$ cat src/rtl/dmul_rot_lfsr_param.sv
// dmul_rot_lfsr_param
//   Deterministic stochastic-computing multiplier. Operand A is compared
//   against a full-period (zero-extended) Fibonacci LFSR. Operand B's LFSR
//   steps once per A period, so a run of 2^(2N) cycles gives the exact
//   product count. Truncated runs of 2^iLog2Len cycles give progressive
//   precision.
//
//   Optional feature macro: DMUL_BIPOLAR_EN
//     defined   -> iMode selects unipolar AND (0) or bipolar XNOR (1)
//     undefined -> unipolar only; iMode is kept on the pin list but unused
//
// Ports
//   clk       clock, rising edge
//   rst       synchronous active-high reset
//   iA, iB    unsigned operands (INWD bits)
//   load      capture iA/iB (ignored while running)
//   start     begin a run (ignored while running)
//   iLog2Len  run length exponent, clamped to 2*INWD
//   iMode     0 = unipolar, 1 = bipolar (only with DMUL_BIPOLAR_EN)
//   busy      run in progress
//   done      one-cycle pulse, oC final
//   oC        running / final ones count (2*INWD bits, saturating)
module dmul_rot_lfsr_param #(
  parameter int              INWD   = 8,
  parameter logic [INWD-1:0] SEED_A = {{(INWD-1){1'b0}}, 1'b1},
  parameter logic [INWD-1:0] SEED_B = {{(INWD-1){1'b0}}, 1'b1},
  parameter int              LW     = $clog2(2*INWD+1)
) (
  input  logic              clk,
  input  logic              rst,
  input  logic [INWD-1:0]   iA,
  input  logic [INWD-1:0]   iB,
  input  logic              load,
  input  logic              start,
  input  logic [LW-1:0]     iLog2Len,
  input  logic              iMode,
  output logic              busy,
  output logic              done,
  output logic [2*INWD-1:0] oC
);

  localparam int          OW    = 2*INWD;     // result width
  localparam int          CW    = 2*INWD + 1; // cycle counter width
  localparam logic [LW-1:0] MAXLG = LW'(2*INWD);

  // Maximal-length feedback taps (bit t-1 for tap t), widths 3..16.
  function automatic logic [15:0] tap_mask(input int n);
    case (n)
      3:       return 16'h0006;
      4:       return 16'h000C;
      5:       return 16'h0014;
      6:       return 16'h0030;
      7:       return 16'h0060;
      8:       return 16'h00B8;
      9:       return 16'h0110;
      10:      return 16'h0240;
      11:      return 16'h0500;
      12:      return 16'h0829;
      13:      return 16'h100D;
      14:      return 16'h2015;
      15:      return 16'h6000;
      default: return 16'hD008;
    endcase
  endfunction

  localparam logic [15:0]     TAPS16 = tap_mask(INWD);
  localparam logic [INWD-1:0] TAPS   = TAPS16[INWD-1:0];

  // Left-shifting Fibonacci LFSR. The extra term flips feedback when the
  // low N-1 bits are zero, splicing the all-zero state in between
  // 100..0 and 00..01 so the period becomes 2^N.
  function automatic logic [INWD-1:0] lfsr_next(input logic [INWD-1:0] s);
    logic fb;
    fb = (^(s & TAPS)) ^ (s[INWD-2:0] == '0);
    return {s[INWD-2:0], fb};
  endfunction

  typedef enum logic [1:0] {S_IDLE, S_RUN, S_DONE} state_t;

  state_t          r_state, w_state_nxt;
  logic [INWD-1:0] r_regA, r_regB, r_rngA, r_rngB;
  logic [CW-1:0]   r_cnt;
  logic [LW-1:0]   r_lg;
  logic [OW-1:0]   r_c;

  logic            w_start_ok, w_load_ok, w_last;
  logic            w_bitA, w_bitB, w_prod;
  logic [INWD-1:0] w_rngA_nxt;
  logic [LW-1:0]   w_lg;
  logic [CW-1:0]   w_len_m1;

  assign w_start_ok = start && (r_state != S_RUN);
  assign w_load_ok  = load  && (r_state != S_RUN);
  assign w_lg       = (iLog2Len > MAXLG) ? MAXLG : iLog2Len;
  assign w_len_m1   = (CW'(1) << r_lg) - CW'(1);
  assign w_last     = (r_cnt == w_len_m1);
  assign w_rngA_nxt = lfsr_next(r_rngA);
  assign w_bitA     = (r_regA > r_rngA);
  assign w_bitB     = (r_regB > r_rngB);

`ifdef DMUL_BIPOLAR_EN
  logic r_mode;
  assign w_prod = r_mode ? ~(w_bitA ^ w_bitB) : (w_bitA & w_bitB);
`else
  logic w_unused_mode;
  assign w_unused_mode = iMode;
  assign w_prod        = w_bitA & w_bitB;
`endif

  // FSM state register
  always_ff @(posedge clk) begin
    if (rst) r_state <= S_IDLE;
    else     r_state <= w_state_nxt;
  end

  // FSM next state and handshake outputs
  always_comb begin
    w_state_nxt = r_state;
    busy        = 1'b0;
    done        = 1'b0;
    case (r_state)
      S_IDLE: if (start) w_state_nxt = S_RUN;
      S_RUN: begin
        busy = 1'b1;
        if (w_last) w_state_nxt = S_DONE;
      end
      S_DONE: begin
        done        = 1'b1;
        w_state_nxt = start ? S_RUN : S_IDLE;
      end
      default: w_state_nxt = S_IDLE;
    endcase
  end

  // Datapath
  always_ff @(posedge clk) begin
    if (rst) begin
      r_regA <= '0;
      r_regB <= '0;
      r_rngA <= '0;
      r_rngB <= '0;
      r_cnt  <= '0;
      r_lg   <= '0;
      r_c    <= '0;
`ifdef DMUL_BIPOLAR_EN
      r_mode <= 1'b0;
`endif
    end else begin
      if (w_load_ok) begin
        r_regA <= iA;
        r_regB <= iB;
      end
      if (w_start_ok) begin
        r_rngA <= SEED_A;
        r_rngB <= SEED_B;
        r_cnt  <= '0;
        r_c    <= '0;
        r_lg   <= w_lg;
`ifdef DMUL_BIPOLAR_EN
        r_mode <= iMode;
`endif
      end else if (r_state == S_RUN) begin
        r_rngA <= w_rngA_nxt;
        // B steps when A wraps back to its seed: one B value per A period
        if (w_rngA_nxt == SEED_A) r_rngB <= lfsr_next(r_rngB);
        r_cnt <= r_cnt + CW'(1);
        if (w_prod && !(&r_c)) r_c <= r_c + OW'(1);
      end
    end
  end

  assign oC = r_c;

endmodule

$ cat config.mk
export PLATFORM = sky130hd
export DESIGN_NAME = dmul_rot_lfsr_param
export DESIGN_NICKNAME = d
export VERILOG_FILES = /design/src/rtl/dmul_rot_lfsr_param.sv
export SDC_FILE = /design/constraint.sdc
export NUM_CORES = 1
export LEC_CHECK = 0
export CAP_MARGIN = 20
export CORE_MARGIN = 2
export CORE_UTILIZATION = 55
export DETAILED_ROUTE_END_ITERATION = 8
export GPL_ROUTABILITY_DRIVEN = 0
export GPL_TIMING_DRIVEN = 0
export HOLD_SLACK_MARGIN = 0.03
export PLACE_DENSITY_LB_ADDON = 0.1
export SYNTH_ARGS = -nofsm -noshare
export SYNTH_HDL_FRONTEND = slang
export SYNTH_SLANG_ARGS = --single-unit
$ cat constraint.sdc
create_clock -name clk -period 7.07 [get_ports clk]
set_input_delay 1.0605 -clock clk [delete_from_list [all_inputs] [get_ports clk]]
set_output_delay 1.0605 -clock clk [all_outputs]
set_load 0.01 [all_outputs]
After elaboration in Yosys (flattened, before gate mapping):

Cells that the tools add are included.

* register bits: 72
* bits in latches: 0
* bits in writable memories: 0
* bits in read-only memories: 0
* input port bits: 26
* output and inout port bits: 18
* word-level logic and storage cells: 56
* memories: 0

* add/sub/neg operators: 3
* multiply operators: 0
* div/mod/pow operators: 0
* $lt $le $gt $ge: 3
* equality and inequality tests: 7
* shifts and indexed selects: 1
* mux-type cells: 12
* bitwise operators: 3
* reductions and logical operators: 17

Operator list (number)
* adder 17 x 1 -> 17 bit (second input constant): 1
* equality test 17 bit: 1
* left shift 1 x 5 -> 17 bit (first input constant): 1
* subtractor 17 x 2 -> 17 bit (second input constant): 1
* adder 16 x 1 -> 16 bit (second input constant): 1
* > comparator 8 bit: 2
* AND reduction 16 bit: 1
* XOR reduction 8 bit: 2
* zero test 7 bit: 2
* equality test 8 x 1 -> 1 bit (second input constant): 1
* two-way mux 1 bit: 8
* AND reduction 2 bit: 4
* case mux 2 bit (3 select lines): 1
* > comparator 5 bit (second input constant): 1
* two-way mux 5 bit: 1
* two-way mux 2 bit: 2
* != test 2 bit (second input constant): 2
* nonzero test 2 bit: 2
* logical AND 1 bit: 3
* equality test 2 x 1 -> 1 bit (second input constant): 1
* equality test 2 bit (second input constant): 1
* zero test 2 bit: 1
* != test 2 x 1 -> 1 bit (second input constant): 1
* OR reduction 2 bit: 1
* 3 further kinds: 4

Depth between registers and ports, before layout:

Gate-level depths: netlist of the first run.

* depth in word-level cells: 6
* gate-level depth with buffers: 12
* gate-level depth less buffers: 9

Least setup slack after synthesis of the first run:

Ideal clock, no wire load.

* path type: register to register
* start point: register r_lg[4]
* end point: register r_state[0]
* library setup time: 0.114 ns
* data arrival time: 3.227 ns
* path slack: 3.729 ns
* cell stages (with the launch flop): 12
* path buffers: 2
* cells stage by stage: dfxtp_1 clkbuf_1 or3_1 or3b_2 ha_1 clkbuf_2 or4_4 o32ai_2 a31o_1 o21ai_1 or4_4 a21o_1

* longest elaborated chain between the ends: 5

RTL lines
* from (decl): line 83 `logic [LW-1:0] r_lg;`
* from (signal assigned): line 158 `r_lg <= w_lg;`
* left shift 1 x 5 -> 17 bit: line 95 `assign w_len_m1 = (CW'(1) << r_lg) - CW'(1);`
* subtractor 17 x 2 -> 17 bit: line 95
* equality test 17 bit: line 96 `assign w_last = (r_cnt == w_len_m1);`
* != test 2 bit (no source line)
* AND reduction 2 bit (no source line)
* to (signal assigned): line 113 `else r_state <= w_state_nxt;`
* to (decl): line 80 `state_t r_state, w_state_nxt;`

Every way passes these cells.
A chain may end at the register's enable or synchronous reset.

Final worst setup path of the first run:

Same ends and word-level chain as after synthesis.

==> reports/metrics.cfg, run 1 <==
[clock_tree]
post-cts-setup-buffers = 0
ctsHtreeMaxLevel = 3
insertion_delay_ns = 0.36
cts_tree = done
cts_hold_buf = 0
clk_pin_slew_ns = 0.08
cts_root_buffer = clkbuf_8
clock_path_buffers = 2
numCtsBuffers = 9
cts-resized-gates = 0
cts_sinks = 72

[power_and_ir_drop]
ir_drop_uv = 112
p_per_area_nw_per_um2 = 210
p_leak_nw = 1.72
p_int_uw = 715
p_switching_uw = 290
combPwrFrac = 0.195
power_frac_clock = 0.379
p_sw_frac = 0.289
seq_power_share = 0.426
finalPower_mw = 1.01

[layout]
final_util = 0.667
final_cell_area_sq_um = 4790
area.growth.synth_to_final_pct = 19.0
multi_input_area_sq_um = 2360
ff_latch_area_sq_um = 1440
diodes = 0
final_cells = 654
nFillCells = 650
drive_gt1_frac = 0.0541
nets = 597

[grt]
grt_pass1_wl_um = 16100
gr-total-overflow = 0
antenna_found_initial = 0
grt_pass1_vias = 3551
grt_max_degree = 13
grt_usage = 0.259

[floorplan]
io_pins = 44
die_y_um = 89.5
die_x_um = 89.5
initial_core_util = 0.560
rows = 31
core-area_sq_um = 7180
fp.dieArea_sq_um = 8010

[worst_setup_path]
worst_setup_path_start_kind = flop
cp_max_fo = 10
cp-end-kind = flop
cp_data_required_time_ns = 7.31
worstSetupPathType = reg2reg
cp.arrival_ns = 3.91
startpoint = r_lg[4]
worstReg2RegStart = r_lg[4]

[sta]
slew-limit-headroom = 0.626
whs_ns = 0.460
rsz0062_at_grt = false
min_period_over_period = 0.519
tns_ns = 0
hold_viol = 0
setup_slack_ns = 3.40
finalMaxSlewViolations = 0
setup_violations = 0
min_period_ns = 3.67
worst_pin_slew_ns = 0.561
skew_ns = 0.0158
max_freq_ghz = 0.273

[synthesis]
synth.top_cell.area_share = 0.358
synthTopCellsByArea = dfxtp_1 36%, a21oi_1 7.1%, ha_1 6.5%
postSynthAreaPerCell_sq_um = 8.08
dominantRegCellSynth = dfxtp_1
yosysUniqueCellTypes = 54
synth_common_cells = 72 x dfxtp_1, 68 x nand2_1, 57 x a21oi_1
syn_nets = 545
yosysTopAreaCell = dfxtp_1
ys_async_sr_fraction = 0
post-synth-top-count-cell = dfxtp_1
synth-edff-count = 0
synth_seq_cells = 72
ys_warn_count = 0
synthCells = 498
synth_area_sq_um = 4020
yosysSeqAreaShare = 0.358

[placement]
place_area_sq_um = 4560
dp_hpwl_um = 6960
numPortBuffers = 41
dp_slack_ns = 3.44
post-place-cells = 638

[drt]
via_per_inst = 5.65
detail_route.iter0.violations = 212
firstDrtPassIters = 4
detail_route.wl_per_cell_um = 14.6
drc = 0
drtAntennaViolNets = 0
vias = 3694
wl_um = 9530

[flow_run]
drv_cap = 0

[worst_hold_path]
hold_path_class = reg2reg
hp-start = r_regB[0]

[run_status]
status = finished clean

==> placed cells by master, fill, tap and decap left out, types with 15 or more instances in the layout <==
cell             instances
nor2_1                  32
nand3_1                 22
a21oi_1                 57
or4_1                   15
xnor2_1                 17
nand2_1                 68
clkdlybuf4s50_1         41
dfxtp_1                 72
inv_1                   21
ha_1                    21
clkbuf_1                23
==> layout make-up <==
type	count	share of cell area
clock buffer	12	0.0324
buffer	30	0.0280
multi-input combinational	374	0.494
sequential	72	0.301
tap	99	0.0259
clock inverter	4	0.0159
inverter	22	0.0173
timing repair buffer	41	0.0857
==> state kept, by name, summed over array words and instances (netlist names) <==
name	flops
r_lg	5
r_cnt	17
r_state	2
r_rngA	8
r_regA	8
r_rngB	8
oC	16
r_regB	8
==> layer usage <==
metal  global-route usage  vias up  share of wire
met3               0.0462       14          0.041
li1                     -     1870              -
met2                0.418       83           0.46
met5                    0        -              0
met1                0.343     1727           0.48
met4                0.106        0          0.018
==> logic make-up after synthesis <==
logic type | share of synthesized area
simple gates | 0.262
compound gates | 0.161
flops | 0.358
buf+inv | 0.0538
xor+xnor | 0.0722
fa+ha+maj | 0.0653
mux | 0.0274
==> worst max-delay path: stages, from the launching register on <==
cell and delay [ns]:
dfxtp_1 0.37, clkbuf_1 0.26, or3_1 0.48, or3b_2 0.46, ha_1 0.18, clkbuf_2 0.18
or4_4 0.47, o32ai_2 0.27, a31o_1 0.13, o21ai_1 0.07, or4_4 0.52, a21o_1 0.17
==> power groups by stage <==
stage	combinational (mW)	clock, mW	sequential [mW]
after floorplan	0.138	0	0.434
after detailed placement	0.193	0	0.437
after global routing	0.218	0.403	0.430
final	0.196	0.381	0.428
after CTS	0.195	0.386	0.428
after global placement	0.189	0	0.437
==> worst paths after layout <==
kind	end	slack (ns)	cells after the start
worst max-delay path	r_state[0]	3.40	11
worst max register to register	r_state[0]	3.40	11
worst min register to register	r_regB[0]	0.46	2
worst min-delay path	r_regB[0]	0.46	2
(Power assumes the default switching activity.)
==> run 2, diff against run 1 <==
Clock period 7.07 ns to 3.57 ns, I/O delays scaled along.
==> reports/metrics.cfg, run 2 (synthesized netlist as in run 1, its figures left out) <==
[placement]
post-place-cells = 638  ; unchanged
dp_hpwl_um = 6960  ; unchanged
numPortBuffers = 41  ; unchanged

[grt]
grt_pass1_wl_um = 16100  ; about the same
gr-usage-met3 = 0.0462  ; unchanged
grt_pass1_vias = 3556  ; +0.14%
antenna_found_initial = 0  ; unchanged
gr-total-overflow = 0  ; unchanged
grt_usage = 0.259  ; about the same
met2_usage = 0.420  ; +0.00135
top_usage_layer = met2
grt_use_met1 = 0.343  ; -0.000763
grt_max_degree = 13  ; unchanged

[drt]
wl_um = 9570  ; +0.47%
firstDrtPassIters = 4  ; unchanged
drtAntennaViolNets = 0  ; unchanged
via_per_inst = 5.67  ; +0.34%
drc = 0  ; unchanged
detail_route.iter0.violations = 236  ; +11%
vias = 3701  ; +0.19%
detail_route.wl_per_cell_um = 14.7  ; +0.63%

[worst_setup_path]
worstSetupPathType = reg2reg
worst_setup_path_start_kind = flop
startpoint = r_lg[2]
cp_max_fo = 10  ; unchanged
cp-end-kind = flop
rr_endpoint = r_state[0]
cp.arrival_ns = 3.67  ; -0.24 ns
cp_data_required_time_ns = 3.82  ; -3.49 ns
rrSetupSlack_ns = 0.15  ; -3.25 ns
ff2ff_path_depth = 11  ; unchanged
worstReg2RegStart = r_lg[2]

[worst_hold_path]
hp-start = r_regB[0]
hold_path_class = reg2reg
hold_end = r_regB[0]
holdPathStages = 2  ; unchanged

[clock_tree]
cts_sinks = 72  ; unchanged
clk_pin_slew_ns = 0.08  ; about the same
numCtsBuffers = 9  ; unchanged
cts_tree = done
post-cts-setup-buffers = 0  ; unchanged
ctsHtreeMaxLevel = 3  ; unchanged
cts_root_buffer = clkbuf_8
insertion_delay_ns = 0.36  ; about the same
clock_path_buffers = 2  ; unchanged

[power_and_ir_drop]
p_leak_nw = 1.72  ; +0.22%
p_per_area_nw_per_um2 = 415  ; +98%
ir_drop_uv = 220  ; +96%

[sta]
worst_pin_slew_ns = 0.561  ; +0.000185 ns
min_period_over_period = 0.959  ; +0.440
hold_viol = 0  ; unchanged
min_period_ns = 3.42  ; -0.245 ns
tns_ns = 0  ; unchanged
skew_ns = 0.0144  ; -0.00140 ns
setup_violations = 0  ; unchanged
max_freq_ghz = 0.292  ; +7.2%
rsz0062_at_grt = false
slew-limit-headroom = 0.626  ; about the same
finalMaxSlewViolations = 0  ; unchanged

[layout]
nets = 596  ; -0.17%
final_common_cell = dfxtp_1
diodes = 0  ; unchanged
mostFrequentLayoutCells = 71 x dfxtp_1, 68 x nand2_1, 57 x a21oi_1
nFillCells = 651  ; +0.15%
ff_latch_area_sq_um = 1440  ; about the same
largest_reg_flops = 17  ; unchanged
area.growth.synth_to_final_pct = 19.5
largest-register = r_cnt
multi_input_area_sq_um = 2380  ; +0.74%
final_cells = 653  ; -0.15%
drive_gt1_frac = 0.0614  ; +0.00732

[floorplan]
die_y_um = 89.5  ; unchanged
die_x_um = 89.5  ; unchanged
rows = 31  ; unchanged
initial_core_util = 0.560  ; unchanged
io_pins = 44  ; unchanged
fp.dieArea_sq_um = 8010  ; unchanged
core-area_sq_um = 7180  ; unchanged

[run_status]
status = finished clean

[flow_run]
drv_cap = 0  ; unchanged

-- run 2: changes by cell type in the layout (fill, tap and decap cells not counted), sizes merged --
| cell | change |
|---|---|
| buf | +1 |
| clkbuf | -2 |
-- run 2: critical path: stages (launching register included) --
cell and delay, ns:
dfxtp_1 0.33, buf_6 0.14, buf_6 0.14, or3_4 0.38
or3b_2 0.48, ha_4 0.21, or4_4 0.45, o32ai_2 0.27
a31o_1 0.13, o21ai_1 0.08, or4_4 0.52, a21o_1 0.17
-- run 2: power breakdown --
part / internal (mW) / switching [mW]
clock: 0.433 / 0.319
sequential: 0.827 / 0.0206
combinational: 0.162 / 0.234
-- run 2: layout make-up --
type,count,share of cell area
plain buffers,29,0.0279
multi-input cells,374,0.495
well taps,99,0.0258
flip-flops and latches,72,0.300
clock buffers,12,0.0323
clock inverters,4,0.0159
inverters,22,0.0172
repair buffers,41,0.0854
-- run 2: layer usage --
layer | up-vias | wire length [um] | part of all wire
li1 | 1872 | - | -
met1 | 1729 | 4530 | 0.47
met2 | 84 | 4430 | 0.46
met3 | 16 | 434 | 0.045
met4 | 0 | 171 | 0.018
met5 | - | 0 | 0
-- run 2: metrics by stage --
step / utilization / power [mW] / area, sq um / setup slack [ns] / hold WS (ns)
global route: 0.670 / 2.09 / 4810 / 0.0462 / 0.479
detailed placement: 0.635 / 1.25 / 4560 / -0.0585 / 0.449
CTS: 0.668 / 2.00 / 4790 / 0.00291 / 0.459
finish: 0.670 / 2.00 / 4810 / 0.146 / 0.460
global placement: 0.635 / 1.24 / 4560 / -0.0166 / 0.448
floorplan: - / 1.13 / 4020 / 0.229 / 0.436
-- run 2: worst max-delay path by stage --
| stage | endpoint | slack, ns | depth (start not counted) |
|---|---|---|---|
| detailed placement | r_state[0] | -0.06 | 11 |
| CTS | r_state[0] | 0.003 | 11 |
| floorplan | r_state[0] | 0.23 | 11 |
| global placement | r_state[0] | -0.02 | 11 |
| global route | r_state[0] | 0.05 | 11 |
| finish | r_state[0] | 0.15 | 11 |
-- run 2: timing repair --
| action | 4_1_cts | 5_1_grt |
|---|---|---|
| gates resized for setup | 3 | 5 |
| pin swaps | 0 | 0 |
| endpoints found under the setup margin | 2 | 2 |
| cloned | 0 | 0 |
| hold endpoints to repair | 0 | 0 |
| hold buffers | 0 | 0 |
